--- config.mk ---
export PLATFORM = sky130hd
export DESIGN_NAME = imem_access_arbiter
export DESIGN_NICKNAME = d
export VERILOG_FILES = /design/src/rtl/imem_arb_pkg.sv /design/src/rtl/imem_rr_arb2.sv /design/src/rtl/imem_access_arbiter.sv
export SDC_FILE = /design/constraint.sdc
export NUM_CORES = 1
export LEC_CHECK = 0
export BUFFER_PORTS_ARGS = -buffer_cell sky130_fd_sc_hd__buf_2
export CAP_MARGIN = 20
export CORE_ASPECT_RATIO = 1.25
export CORE_MARGIN = 4
export CORE_UTILIZATION = 52
export CTS_CLUSTER_SIZE = 40
export DETAILED_ROUTE_END_ITERATION = 10
export PLACE_DENSITY = 0.81
export SKIP_LAST_GASP = 1
export SLEW_MARGIN = 20
export SYNTH_ARGS = -nofsm -noshare
export SYNTH_HDL_FRONTEND = slang
export SYNTH_SLANG_ARGS = --single-unit
--- constraint.sdc ---
create_clock -name clk_i -period 3.1 [get_ports clk_i]
set_input_delay 0.465 -clock clk_i [delete_from_list [all_inputs] [get_ports clk_i]]
set_output_delay 0.465 -clock clk_i [all_outputs]
set_load 0.05 [all_outputs]
--- src/rtl/imem_arb_pkg.sv ---
// Shared types and helpers for the instruction-ROM access arbiter.
package imem_arb_pkg;

   typedef enum logic [1:0] {
      IDLE   = 2'd0,
      ACCESS = 2'd1,
      RESP   = 2'd2
   } arb_state_t;

   typedef enum logic {
      REQ_F = 1'b0,
      REQ_D = 1'b1
   } req_id_t;

   // addi x0,x0,0
   localparam logic [31:0] NOP_WORD = 32'h0000_0013;

   // Misaligned, or word index past the end of the ROM. The full 30-bit index is compared, so
   // high addresses never alias onto low words.
   function automatic logic addr_err(input logic [31:0] addr, input int unsigned depth);
      return (addr[1:0] != 2'b00) || ({2'b00, addr[31:2]} >= depth);
   endfunction

endpackage

--- src/rtl/imem_rr_arb2.sv ---
// Two-way picker: round-robin on ties, or fixed F-first when fixed_i is set.
// Bit 0 is the fetch requester, bit 1 the debug requester.
module imem_rr_arb2
   import imem_arb_pkg::*;
(
   input  logic [1:0] req_i,
   input  req_id_t    last_i,
   input  logic       fixed_i,
   output logic [1:0] gnt_o
);

   // On a tie, favour the requester that did not win last time unless priority is fixed.
   always_comb begin
      gnt_o = 2'b00;
      unique case (req_i)
         2'b01:   gnt_o = 2'b01;
         2'b10:   gnt_o = 2'b10;
         2'b11: begin
            if (fixed_i || (last_i == REQ_D)) gnt_o = 2'b01;
            else                              gnt_o = 2'b10;
         end
         default: gnt_o = 2'b00;
      endcase
   end

endmodule

--- src/rtl/imem_access_arbiter.sv ---
// Shares the instruction ROM read port between CPU fetch (F) and debug (D).
// One access takes three cycles: grant in IDLE, ROM read in ACCESS, response pulse in RESP.
module imem_access_arbiter
   import imem_arb_pkg::*;
#(
   parameter int unsigned Depth     = 51,
   parameter bit          FixedPrio = 1'b0,
   parameter logic [31:0] NopWord   = NOP_WORD
) (
   input  logic        clk_i,
   input  logic        rst_ni,
   input  logic        f_req_i,
   input  logic [31:0] f_addr_i,
   output logic        f_gnt_o,
   output logic        f_rvalid_o,
   output logic        f_err_o,
   input  logic        d_req_i,
   input  logic [31:0] d_addr_i,
   output logic        d_gnt_o,
   output logic        d_rvalid_o,
   output logic        d_err_o,
   output logic [31:0] rdata_o,
   output logic [31:0] mem_addr_o,
   input  logic [31:0] mem_rdata_i,
   output logic        busy_o
);

   arb_state_t  state_q;
   req_id_t     winner_q;
   req_id_t     last_q;
   logic [31:0] addr_q;
   logic        err_pend_q;
   logic [31:0] rdata_q;
   logic        err_q;
   logic [31:0] mem_addr_q;

   logic [1:0]  pick;
   logic [1:0]  grant;
   logic [31:0] req_addr;
   logic        resp_f;
   logic        resp_d;

   imem_rr_arb2 u_arb (
      .req_i   ({d_req_i, f_req_i}),
      .last_i  (last_q),
      .fixed_i (FixedPrio),
      .gnt_o   (pick)
   );

   // Grants are only issued from IDLE; the winner's address is the one latched.
   always_comb begin
      grant    = (state_q == IDLE) ? pick : 2'b00;
      req_addr = grant[1] ? d_addr_i : f_addr_i;
   end

   // Single FSM register block: latches the winner, performs the ROM read, emits the response.
   always_ff @(posedge clk_i or negedge rst_ni) begin
      if (!rst_ni) begin
         state_q    <= IDLE;
         winner_q   <= REQ_F;
         last_q     <= REQ_D;
         addr_q     <= 32'h0;
         err_pend_q <= 1'b0;
         rdata_q    <= 32'h0;
         err_q      <= 1'b0;
         mem_addr_q <= 32'h0;
      end else begin
         unique case (state_q)
            IDLE: begin
               if (grant != 2'b00) begin
                  winner_q   <= grant[1] ? REQ_D : REQ_F;
                  last_q     <= grant[1] ? REQ_D : REQ_F;
                  addr_q     <= req_addr;
                  err_pend_q <= addr_err(req_addr, Depth);
                  state_q    <= ACCESS;
               end
            end
            ACCESS: begin
               if (err_pend_q) begin
                  rdata_q <= NopWord;
                  err_q   <= 1'b1;
               end else begin
                  rdata_q    <= mem_rdata_i;
                  err_q      <= 1'b0;
                  mem_addr_q <= addr_q;
               end
               state_q <= RESP;
            end
            RESP: begin
               state_q <= IDLE;
            end
            default: begin
               state_q <= IDLE;
            end
         endcase
      end
   end

   // Output decode; an erroring access leaves the ROM address where it was.
   always_comb begin
      resp_f     = (state_q == RESP) && (winner_q == REQ_F);
      resp_d     = (state_q == RESP) && (winner_q == REQ_D);
      f_gnt_o    = grant[0];
      d_gnt_o    = grant[1];
      f_rvalid_o = resp_f;
      d_rvalid_o = resp_d;
      f_err_o    = resp_f & err_q;
      d_err_o    = resp_d & err_q;
      rdata_o    = rdata_q;
      busy_o     = (state_q != IDLE);
      mem_addr_o = ((state_q == ACCESS) && !err_pend_q) ? addr_q : mem_addr_q;
   end

endmodule

# --- Word-level counts from Yosys, hierarchy flattened ---
# Index checks and enable logic that the tools add are counted.
classes:
  order_cmp: 1
  eq_ne: 6
  muxes: 10
  bitwise: 4
  n_reduce_logical: 11
ops:
  columns: ["op", "n"]
  rows:
  - ["2-to-1 mux 32 bit", 3]
  - ["greater-or-equal comparator 30 x 6 -> 1 bit (second input constant)", 1]
  - ["== test 2 bit (second input constant)", 3]
  - ["2-to-1 mux 2 bit", 3]
  - ["case mux 2 bit (3 select lines)", 1]
  - ["nonzero test 2 bit", 3]
  - ["== test 2 x 1 -> 1 bit (second input constant)", 2]
  - ["case mux 2 bit (2 select lines)", 1]
  - ["AND reduction 2 bit", 2]
  - ["logical AND 1 bit", 3]
  - ["AND 1 bit", 2]
  - ["zero test 2 bit", 1]
  - ["2-to-1 mux 1 bit", 2]
  - ["inequality test 2 x 1 -> 1 bit (second input constant)", 1]
  - ["NOT 1 bit", 2]
  - ["zero test 1 bit", 1]
  - ["logical OR 1 bit", 1]
totals:
  ff_bits: 102
  input_bits: 100
  out_inout_bits: 71

# --- Longest topological paths before layout ---
# Gate-level depths: netlist (run 1).
depth:
  ltp_word: 6
  mapped_depth: 6
  depth_no_buf: 4

# --- By module ---
# Synthesis (run 1) repeated with hierarchy kept, for this count alone.
hier_totals:
  cells_unflattened: 399
  area_unflattened_um2: 4658.2
by_module_without_submodules:
  columns: ["module", "n_inst", "cells_each", "area_each_um2", "seq_area_each_um2"]
  rows:
  - ["imem_access_arbiter", 1, 395, 4635.7, 2553.7]
  - ["imem_rr_arb2", 1, 4, 22.5, 0.0]

# --- Worst setup path before layout (run 1) ---
# OpenSTA, ideal clock, no wires.
synth_timing:
  kind: "register -> output"
  start: "register state_q[0]"
  end: "output port f_err_o"
  arrival_time_ps: 2177
  t_required_ps: 2635
  slack_ps: 458
  path_stages_with_launch: 3
  n_path_buf: 0
  cell_sequence: "dfrtp_1 nor3b_1 and2_1"
synth_via:
  elab_chain_cells: 3
synth_rtl:
  columns: ["element", "line", "source"]
  rows:
  - ["start, declared", "imem_access_arbiter.sv:28", "arb_state_t state_q;"]
  - ["start signal, assigned", "imem_access_arbiter.sv:59", "state_q <= IDLE;"]
  - ["start signal, assigned", "imem_access_arbiter.sv:75", "state_q <= ACCESS;"]
  - ["start signal, assigned", "imem_access_arbiter.sv:87", "state_q <= RESP;"]
  - ["== test 2 bit", "imem_access_arbiter.sv:101", "resp_f = (state_q == RESP) && (winner_q == REQ_F);"]
  - ["logical AND 1 bit", "imem_access_arbiter.sv:101", null]
  - ["via f_rvalid_o", "imem_access_arbiter.sv:15", "output logic f_rvalid_o,"]
  - ["AND 1 bit", "imem_access_arbiter.sv:107", "f_err_o = resp_f & err_q;"]
  - ["end, declared", "imem_access_arbiter.sv:16", "output logic f_err_o,"]
# The timed path passes the listed nets, and every way through them passes these cells.

# --- Worst setup path after layout (run 1) ---
layout_timing:
  start: "register state_q[1]"
  end: "output port mem_addr_o[13]"
layout_via:
  elab_chain_cells: 3
layout_rtl:
  columns: ["element", "line", "source"]
  rows:
  - ["== test 2 x 1 -> 1 bit", "imem_access_arbiter.sv:111", "mem_addr_o = ((state_q == ACCESS) && !err_pend_q) ? addr_q : mem_addr_q;"]
  - ["logical AND 1 bit", "imem_access_arbiter.sv:111", null]
  - ["2-to-1 mux 32 bit", "imem_access_arbiter.sv:111", null]
  - ["end, declared", "imem_access_arbiter.sv:23", "output logic [31:0] mem_addr_o,"]
# Every way passes these cells.

==> impl_metrics.toml, run 1 <==
[status]
status = "finished, final reports clean"

[clock_network]
cts_buffer_depth = 2
cts_root_buffer = "clkbuf_8"
clock_latency_ns = 0.36
cts_max_level = 3
cts_setup_buffers = 0
clock_sinks = 102
postCtsResizedCells = 0
cts_hold_buf = 0
path_clk_slew_ns = 0.09
cts_tree = "done"
numCtsBuffers = 9

[placed_design]
numPortBuffers = 170
hpwl_um = 7730
dp_cells = 650
gp_congestion = 0.820

[critical_path]
endpoint_kind = "primary output"
cp_max_fo = 32
worst_path_largest_cell_delay_ns = 0.42
r2r-start = "last_q"
crit_start = "state_q[1]"
cp-start-kind = "register"
cpMaxStageDelayCell = "dfrtp_1"
crit_type = "register to primary output"
path_cells = "nand2b_2, nor2_4, buf_4, mux2_2, buf_2"
worstPathArrival_ns = 2.10
required_ns = 2.63

[floorplanning]
ioPinCount = 171
die_w_um = 90.5
floorplan.core_area_um2 = 8290
initial_core_util = 0.534
fp-row-count = 37
dieArea_um2 = 10100
die_h_um = 111

[route]
firstDrtPassIters = 4
drt_wl_total_um = 10500
routed_via_density = 5.32
drc = 0
drtIter0Drc = 110
ant_nets = 0
routedWlPerCell_um = 15.8
vias = 3533

[power_and_ir_drop]
leakagePower_nw = 2.93
vdd_drop_max_uv = 451
powerDensity_nw_per_um2 = 726

[synth]
synth.area.mux_share = 0.156
postSynthCellCount = 401
mappedNetlistArea_um2 = 4420
syn_nets = 501
yosysTopAreaCell = "dfrtp_1"
ys_types = 30
syn_area_per_cell_um2 = 11.0
synthTopCellsByArea = "dfrtp_1 (57%), mux2_2 (7.9%), mux2i_1 (7.2%), nand2b_1 (4.2%), a21oi_1 (3.6%)"
synth_top_area_share = 0.571
synth_compound_area_frac = 0.0834
synth-simple-area-share = 0.146
yosys_warnings = 0
ys_ff_latch = 102
yosysSeqAreaShare = 0.577
synthAdderAreaFrac = 0
synth_xor_area_frac = 0
synth_top_family_by_area = "multiplexers"

[global_route]
grt_max_degree = 103
grt_usage = 0.211
antenna_found_initial = 0
grt_pass1_wl_um = 17000
first_global_vias = 3520
grt-ovfl-total = 0

[final_layout]
area_growth_pct = 23.8
final_core_util = 0.661
final_layout_size_suffix_gt1_frac = 0.397
fin_cells = 664
antennaDiodeCount = 0
final_common_cell = "buf_2"
nets = 664
nFillCells = 680
layout_common_cells = "buf_2 (169), dfrtp_1 (101), nor2_1 (39), nand2_1 (39)"

[sta]
slew_violations = 0
relSlewSlack = 0.624
max_freq_mhz = 390
finalSetupViolations = 0
hold_viol = 0
finalCritPeriodShare = 0.826
skew_ns = 0.00681
finalCriticalPeriod_ns = 2.56
tightest_slew_ns = 0.565
setup_tns_ns = 0
rsz0062_at_grt = "false"

[flow_run]
drv_cap = 0

[worst_hold_path]
hold_path_class = "input port to asynchronous set/reset pin"
## Yosys cell counts
cell,number
a211o_1,2
a211oi_1,1
a21oi_1,32
a311o_1,1
and2_1,3
and3b_1,1
buf_1,1
buf_12,1
buf_2,6
buf_6,4
clkbuf_1,12
dfrtp_1,101
dfstp_2,1
inv_1,5
mux2_1,2
mux2_2,31
mux2i_1,32
nand2_1,39
nand2b_1,30
nand3_1,2
nand4_1,2
nor2_1,40
nor3_1,1
nor3b_1,1
nor4_1,14
o211ai_1,1
o21ai_0,32
o22ai_1,1
or2_1,1
or2_2,1
## state kept, by name, summed over array words and instances (netlist names)
register / cells
rdata_o: 32
err_pend_q: 1
addr_q: 32
state_q: 2
last_q: 1
err_q: 1
winner_q: 1
mem_addr_q: 32
## final cells by class
| type | instances | area (um^2) | area share |
|---|---|---|---|
| multi-input combinational | 270 | 1720 | 0.314 |
| timing repair buffer | 176 | 911 | 0.166 |
| sequential | 102 | 2550 | 0.466 |
| clock buffer | 12 | 145 | 0.0265 |
| clock inverter | 2 | 10.0 | 0.00183 |
| tap | 97 | 121 | 0.0222 |
| inverter | 5 | 18.8 | 0.00343 |
## final timing paths
kind | cells past startpoint | slack, ns | end
hold reg to reg | 2 | 0.48 | rdata_o[5]
setup reg to reg | 5 | 1.11 | addr_q[28]
hold / removal | 2 | 0.16 | rdata_o[31]
min in group clk_i | 3 | 0.35 | rdata_o[5]
max in group asynchronous | 2 | 2.53 | last_q
setup / recovery | 5 | 0.54 | mem_addr_o[13]
## metal layers
metal  track usage  share of wire  up-vias
li1              -              -     1698
met1         0.265           0.43     1670
met2         0.345           0.47      147
met3        0.0516          0.079       18
met4        0.0919          0.022        0
met5             0              0        -
## metrics by stage
| stage | power [W] | hold slack (ns) | instance area (um^2) | setup slack, ns |
|---|---|---|---|---|
| final | 0.00398 | 0.155 | 5480 | 0.538 |
| after global routing | 0.00422 | 0.198 | 5480 | 0.456 |
| after CTS | 0.00401 | 0.174 | 5480 | 0.501 |
| after detailed placement | 0.00329 | 0.467 | 5320 | 0.893 |
| after global placement | 0.00324 | 0.458 | 5320 | 0.937 |
| after floorplan | 0.00294 | 0.169 | 4420 | 0.458 |
## critical path, delay by kind of cell, from the launching register on
kind	cells	cell delay, ns
buf+inv	2	0.62
simple gates	2	0.29
flops	1	0.42
mux	1	0.41
## power breakdown
group          internal, W  total, W  leakage, nW  switching (W)
Combinational     0.000461   0.00145         1.56       0.000989
Clock             0.000304  0.000723       0.0821       0.000419
Sequential         0.00164   0.00180         1.29       0.000161
## logic make-up after synthesis
| group | Yosys count |
|---|---|
| and+or+nand+nor | 135 |
| DFF | 102 |
| AOI/OAI and AO/OA | 70 |
| muxes | 65 |
| buffers and inverters | 29 |
No activity file was read; power rests on OpenSTA's default activity.
==> run 2: changes to the inputs <==
--- a/config.mk
+++ b/config.mk
@@ -5,14 +5,15 @@
 export SDC_FILE = /design/constraint.sdc
 export NUM_CORES = 1
 export LEC_CHECK = 0
+export ABC_AREA = 1
 export BUFFER_PORTS_ARGS = -buffer_cell sky130_fd_sc_hd__buf_2
 export CAP_MARGIN = 20
 export CORE_ASPECT_RATIO = 1.25
 export CORE_MARGIN = 4
-export CORE_UTILIZATION = 52
+export CORE_UTILIZATION = 49
 export CTS_CLUSTER_SIZE = 40
 export DETAILED_ROUTE_END_ITERATION = 10
-export PLACE_DENSITY = 0.81
+export PLACE_DENSITY = 0.77
 export SKIP_LAST_GASP = 1
 export SLEW_MARGIN = 20
 export SYNTH_ARGS = -nofsm -noshare
==> constraint.sdc (replaced) <==
create_clock -name clk_i -period 2.6 [get_ports clk_i]
set_input_delay 0.39 -clock clk_i [delete_from_list [all_inputs] [get_ports clk_i]]
set_output_delay 0.39 -clock clk_i [all_outputs]
set_load 0.05 [all_outputs]
==> run 2 against run 1 <==
  * Critical path depth rose by 3
  * Routed wire length up 0.77%
  * First-iteration DRC count is 86% higher
  * Sequential share of layout area decreased by 0.53 points
  * Count of clock-buffer cells in the layout decreased by 1
  * Clock power grew 25%
  * Utilization shrank 2.0 points
  * Via count rose by 7.7%
  * Register-to-register slack got worse by 0.68 ns
  * Setup slack lost 0.37 ns
  * Final cell count grew 17%
==> impl_metrics.toml, run 2 <==
[route]
drtIter0Drc = 205
ant_nets = 0
drt_wl_total_um = 10600
firstDrtPassIters = 4
routed_via_density = 4.88
vias = 3805
drc = 0
routedWlPerCell_um = 13.6

[clock_network]
cts_max_level = 3
cts_tree = "done"
cts_hold_buf = 0
clock_latency_ns = 0.36
numCtsBuffers = 9
cts_buffer_depth = 2
path_clk_slew_ns = 0.10
cts_root_buffer = "clkbuf_8"
cts_setup_buffers = 0
clock_sinks = 102

[synth]
synth_edf_count = 0
yosys_warnings = 0
yosysSeqAreaShare = 0.589
synthTopCellsByCount = "nand2_1 (216), dfrtp_1 (101), a22o_1 (29)"
synthTopCellsByArea = "dfrtp_1 (58%), nand2_1 (19%), a22o_1 (5.9%), o21ai_0 (2.7%), inv_1 (2.2%)"
yosysTopAreaCell = "dfrtp_1"
synthFlopType = "dfrtp_1"
synth_top_area_share = 0.583
ys_ff_latch = 102
synth.most_common_cell = "nand2_1"
mappedNetlistArea_um2 = 4340
syn_nets = 591
ys_types = 26
synthArstFlopShare = 1.00
syn_area_per_cell_um2 = 8.83
postSynthCellCount = 491

[power_and_ir_drop]
vdd_drop_max_uv = 517
leakagePower_nw = 3.20
powerDensity_nw_per_um2 = 848

[critical_path]
cp-start-kind = "register"
required_ns = 2.21
cp_max_fo = 56
worst-path-buf-inv = 4
worst_path_largest_cell_delay_ns = 0.44
cpMaxStageDelayCell = "dfrtp_2"
cp_top_family = "buffers and inverters"
crit_type = "register to primary output"
path_cells = "inv_1, nor2_4, inv_2, nor2_4, buf_12, nand2_1, nand2_1, clkbuf_4"
worstPathArrival_ns = 2.04
endpoint_kind = "primary output"

[sta]
max_freq_mhz = 411
setup_tns_ns = 0
hold_viol = 0
relSlewSlack = 0.562
finalSetupViolations = 0
slew_violations = 0
fin_ws_ns = 0.165
finalCriticalPeriod_ns = 2.43
finalCritPeriodShare = 0.936
tightest_slew_ns = 0.657
skew_ns = 0.0124

[final_layout]
area_growth_pct = 27.8
final_layout_size_suffix_gt1_frac = 0.313
antennaDiodeCount = 0
final_common_cell = "nand2_1"
nFillCells = 779
nets = 754
layout_common_cells = "nand2_1 (216), buf_2 (165), dfrtp_1 (100), a22o_1 (29), inv_1 (25)"

[floorplanning]
die_w_um = 92.2
ioPinCount = 171
dieArea_um2 = 10400
fp-row-count = 38
die_h_um = 113
initial_core_util = 0.501
floorplan.core_area_um2 = 8650

[global_route]
grt-ovfl-total = 0
antenna_found_initial = 0
grt_usage = 0.212
grt_pass1_wl_um = 17500
grt_max_degree = 57
first_global_vias = 3736

[worst_hold_path]
hold_path_class = "input port to asynchronous set/reset pin"

[status]
status = "finished, final reports clean"

[flow_run]
drv_cap = 0

[placed_design]
preCtsSetupSlack_ns = 0.204
gp_congestion = 0.807
hpwl_um = 7800
numPortBuffers = 170
-- run 2: cell count changes after synthesis, moves of 9 or more --
cell      change
nor4_1       -12
o21ai_1      +13
a22o_1       +29
nor2_1       -21
inv_1        +20
mux2i_1      -32
nand2_1     +177
o21ai_0       -9
nand4_1      +13
a21oi_1      -30
mux2_2       -31
nand2b_1     -30
-- run 2: worst paths after layout --
path                                 startpoint        endpoint  slack, ns  depth (start not counted)
worst max-delay path                 state_q[0]  mem_addr_o[17]       0.17                          8
worst min-delay path                     rst_ni     rdata_o[22]       0.05                          1
worst max register to register       state_q[1]      err_pend_q       0.43                          7
worst min register to register   mem_addr_q[14]  mem_addr_q[14]       0.47                          2
max in group asynchronous                rst_ni          last_q       1.81                          2
min in group clk_i              mem_rdata_i[29]     rdata_o[29]       0.25                          2
-- run 2: final cells by class --
cell class | count | area [um^2] | share of cell area
multi-input cells | 332 | 1540 | 0.277
well taps | 120 | 150 | 0.0271
inverters | 29 | 114 | 0.0205
flip-flops and latches | 102 | 2550 | 0.461
repair buffers | 180 | 1010 | 0.183
clock buffers | 11 | 141 | 0.0255
clock inverters | 5 | 33.8 | 0.00609
-- run 2: through the flow --
step	hold WS, ns	instance area [um^2]	std cells	util	power (W)
6_report	0.0496	5550	779	0.641	0.00470
5_1_grt	0.0735	5550	779	0.641	0.00507
4_1_cts	0.0627	5530	779	0.640	0.00472
3_5_place_dp	0.452	5340	763	0.618	0.00382
3_3_place_gp	0.448	5340	763	0.618	0.00377
2_1_floorplan	0.0944	4340	491	-	0.00333
-- run 2: cells by family after synthesis --
group                  after synthesis  synth area share
AOI/OAI and AO/OA                   71             0.110
DFF                                102             0.589
buffers and inverters               57            0.0591
and+or+nand+nor                    261             0.242
-- run 2: where the power goes --
group          internal, W  leakage [nW]  total, W  switching (W)
clock             0.000375        0.0857  0.000907       0.000532
sequential         0.00192          1.32   0.00210       0.000183
combinational     0.000492          1.80   0.00169        0.00120
-- run 2: worst register-to-register path, cell delays in order, from the launching register on --
cell	delay (ns)
dfrtp_1	0.49
nor2_4	0.08
buf_4	0.20
o21ai_2	0.26
clkinv_1	0.53
or2_2	0.42
inv_1	0.05
nor2_1	0.04
-- run 2: timing repair --
item / CTS / global route
gates resized for setup: 4 / 4
pin swaps: 0 / 0
setup endpoints to repair: 26 / 32
-- run 2: layer usage --
| metal | up-vias | global-route usage | share of wire |
|---|---|---|---|
| met5 | - | 0 | 0 |
| met4 | 0 | 0.0753 | 0.019 |
| met3 | 17 | 0.0499 | 0.057 |
| met2 | 129 | 0.350 | 0.48 |
| met1 | 1758 | 0.276 | 0.44 |
| li1 | 1901 | - | - |
==> run 3: changes to the inputs <==
--- a/config.mk
+++ b/config.mk
@@ -8,7 +8,6 @@
 export ABC_AREA = 1
 export BUFFER_PORTS_ARGS = -buffer_cell sky130_fd_sc_hd__buf_2
 export CAP_MARGIN = 20
-export CORE_ASPECT_RATIO = 1.25
 export CORE_MARGIN = 4
 export CORE_UTILIZATION = 49
 export CTS_CLUSTER_SIZE = 40
==> run 3 against run 2 <==
  * Sequential cell count is the same
  * Worst hold slack improved by 0.19 ns
  * Combinational power rose by 2%
  * Final cell count shrank 1.0%
  * Count of clock-buffer cells in the layout fell by 1
  * Non-clock buffer count grew 4
  * Via count grew 0.63%
  * Global-route usage is essentially flat
  * Critical endpoint is now mem_addr_o[12]
  * Largest cell class unchanged
  * Highest routed layer unchanged
==> impl_metrics.toml, run 3 (same netlist as run 2, synthesis figures left out) <==
[placed_design]
numPortBuffers = 170
gp_congestion = 0.849
hpwl_um = 8000
dp_cells = 751

[sta]
slew_violations = 0
finalCriticalPeriod_ns = 2.45
finalCritPeriodShare = 0.942
tightest_slew_ns = 0.457
whs_ns = 0.238
max_freq_mhz = 408
rsz0062_at_grt = "false"
skew_ns = 0.0115
finalSetupViolations = 0
relSlewSlack = 0.692
hold_viol = 0

[critical_path]
reg2reg_slack_ns = 0.73
cp_max_fo = 28
r2r_cells = 11
r2r_end = "err_pend_q"
path_cells = "inv_1, nor2_2, inv_2, nor2_4, buf_4, buf_12, nand2_1, nand2_1, buf_2"
cpMaxStageDelayCell = "dfrtp_2"
required_ns = 2.21
cp-start-kind = "register"
worst_path_most_repeated_cell = "nand2_1"
cp_top_family = "buffers and inverters"
r2r-start = "state_q[1]"
endpoint_kind = "primary output"
worst-path-buf-inv = 5
crit_type = "register to primary output"
worstPathArrival_ns = 2.06
worst_path_largest_cell_delay_ns = 0.44

[floorplanning]
floorplan.core_area_um2 = 8680
dieArea_um2 = 10400
die_w_um = 102
die_h_um = 102
fp-row-count = 34
initial_core_util = 0.500
ioPinCount = 171

[route]
drtIter0Drc = 142
vias = 3829
firstDrtPassIters = 5
ant_nets = 0
routed_via_density = 4.97
drt_wl_total_um = 11000
drc = 0
routedWlPerCell_um = 14.3

[final_layout]
nets = 758
antennaDiodeCount = 0
area_growth_pct = 29.7
fin_cells = 771
final_core_util = 0.648
layout_common_cells = "nand2_1 (216), buf_2 (163), dfrtp_1 (100), a22o_1 (29), inv_1 (25)"
final_common_cell = "nand2_1"
final_layout_size_suffix_gt1_frac = 0.317

[global_route]
first_global_vias = 3756
grt.met3_usage = 0.0328
use_met2 = 0.343
grt_use_met1 = 0.291
antenna_found_initial = 0
grt_max_degree = 74
grt-busiest-layer = "met2"
grt_pass1_wl_um = 17300
grt_usage = 0.212
grt-ovfl-total = 0

[power_and_ir_drop]
vdd_drop_max_uv = 495
powerDensity_nw_per_um2 = 846
leakagePower_nw = 3.25

[worst_hold_path]
hold_depth = 2
hold_path_class = "input port to register"
worstHoldEndpoint = "rdata_o[8]"
holdCritStartpoint = "mem_rdata_i[8]"

[status]
status = "finished, final reports clean"

[clock_network]
clock_sinks = 102
cts_root_buffer = "clkbuf_8"
path_clk_slew_ns = 0.10
cts_buffer_depth = 2
cts_max_level = 3
numCtsBuffers = 9
cts_tree = "done"
clock_latency_ns = 0.36

[flow_run]
drv_cap = 0
[run 3: changes by cell type in the layout (fill, tap and decap cells not counted), sizes merged]
cell	before	now
buf	179	182
clkbuf	12	11
clkinvlp	2	1
dlygate4sd3	0	1
inv	29	31
[run 3: worst max path at each step]
| stage | endpoint | startpoint | cells after the start |
|---|---|---|---|
| floorplan | mem_addr_o[2] | state_q[0] | 7 |
| global placement | mem_addr_o[29] | state_q[0] | 8 |
| detailed placement | mem_addr_o[29] | state_q[0] | 8 |
| CTS | mem_addr_o[29] | state_q[0] | 8 |
| global route | mem_addr_o[29] | state_q[0] | 9 |
| finish | mem_addr_o[12] | state_q[0] | 9 |
[run 3: layout make-up]
cell class              instances  area (um^2)
inverters                      29          114
multi-input cells             332         1530
clock inverters                 6         43.8
clock buffers                  10          138
well taps                     108          135
fillers                       743         3050
flip-flops and latches        102         2550
repair buffers                184         1110
[run 3: what timing repair did]
item	in CTS	in global routing
gates resized for setup	4	6
buffers inserted	0	2
setup endpoints to repair	29	30
pin swaps	0	1
hold buffers	1	0
cloned	0	1
endpoints found under the hold margin	29	0
[run 3: through the flow]
step | total power (W) | TNS, ns | area [um^2] | setup WS, ns
global route | 0.00509 | 0 | 5620 | 0.0105
CTS | 0.00479 | 0 | 5580 | 0.0440
floorplan | 0.00333 | -0.159 | 4340 | -0.0339
finish | 0.00476 | 0 | 5620 | 0.150
detailed placement | 0.00386 | 0 | 5370 | 0.261
global placement | 0.00380 | 0 | 5370 | 0.388
[run 3: layer usage]
layer	wire, um	share of wire
met5	0	0
met4	181	0.016
met3	655	0.060
met2	5090	0.46
met1	5060	0.46
[run 3: power by group]
part | internal [W] | total [W] | switching, W
registers | 0.00192 | 0.00210 | 0.000184
clock network | 0.000382 | 0.000933 | 0.000552
logic | 0.000515 | 0.00173 | 0.00121
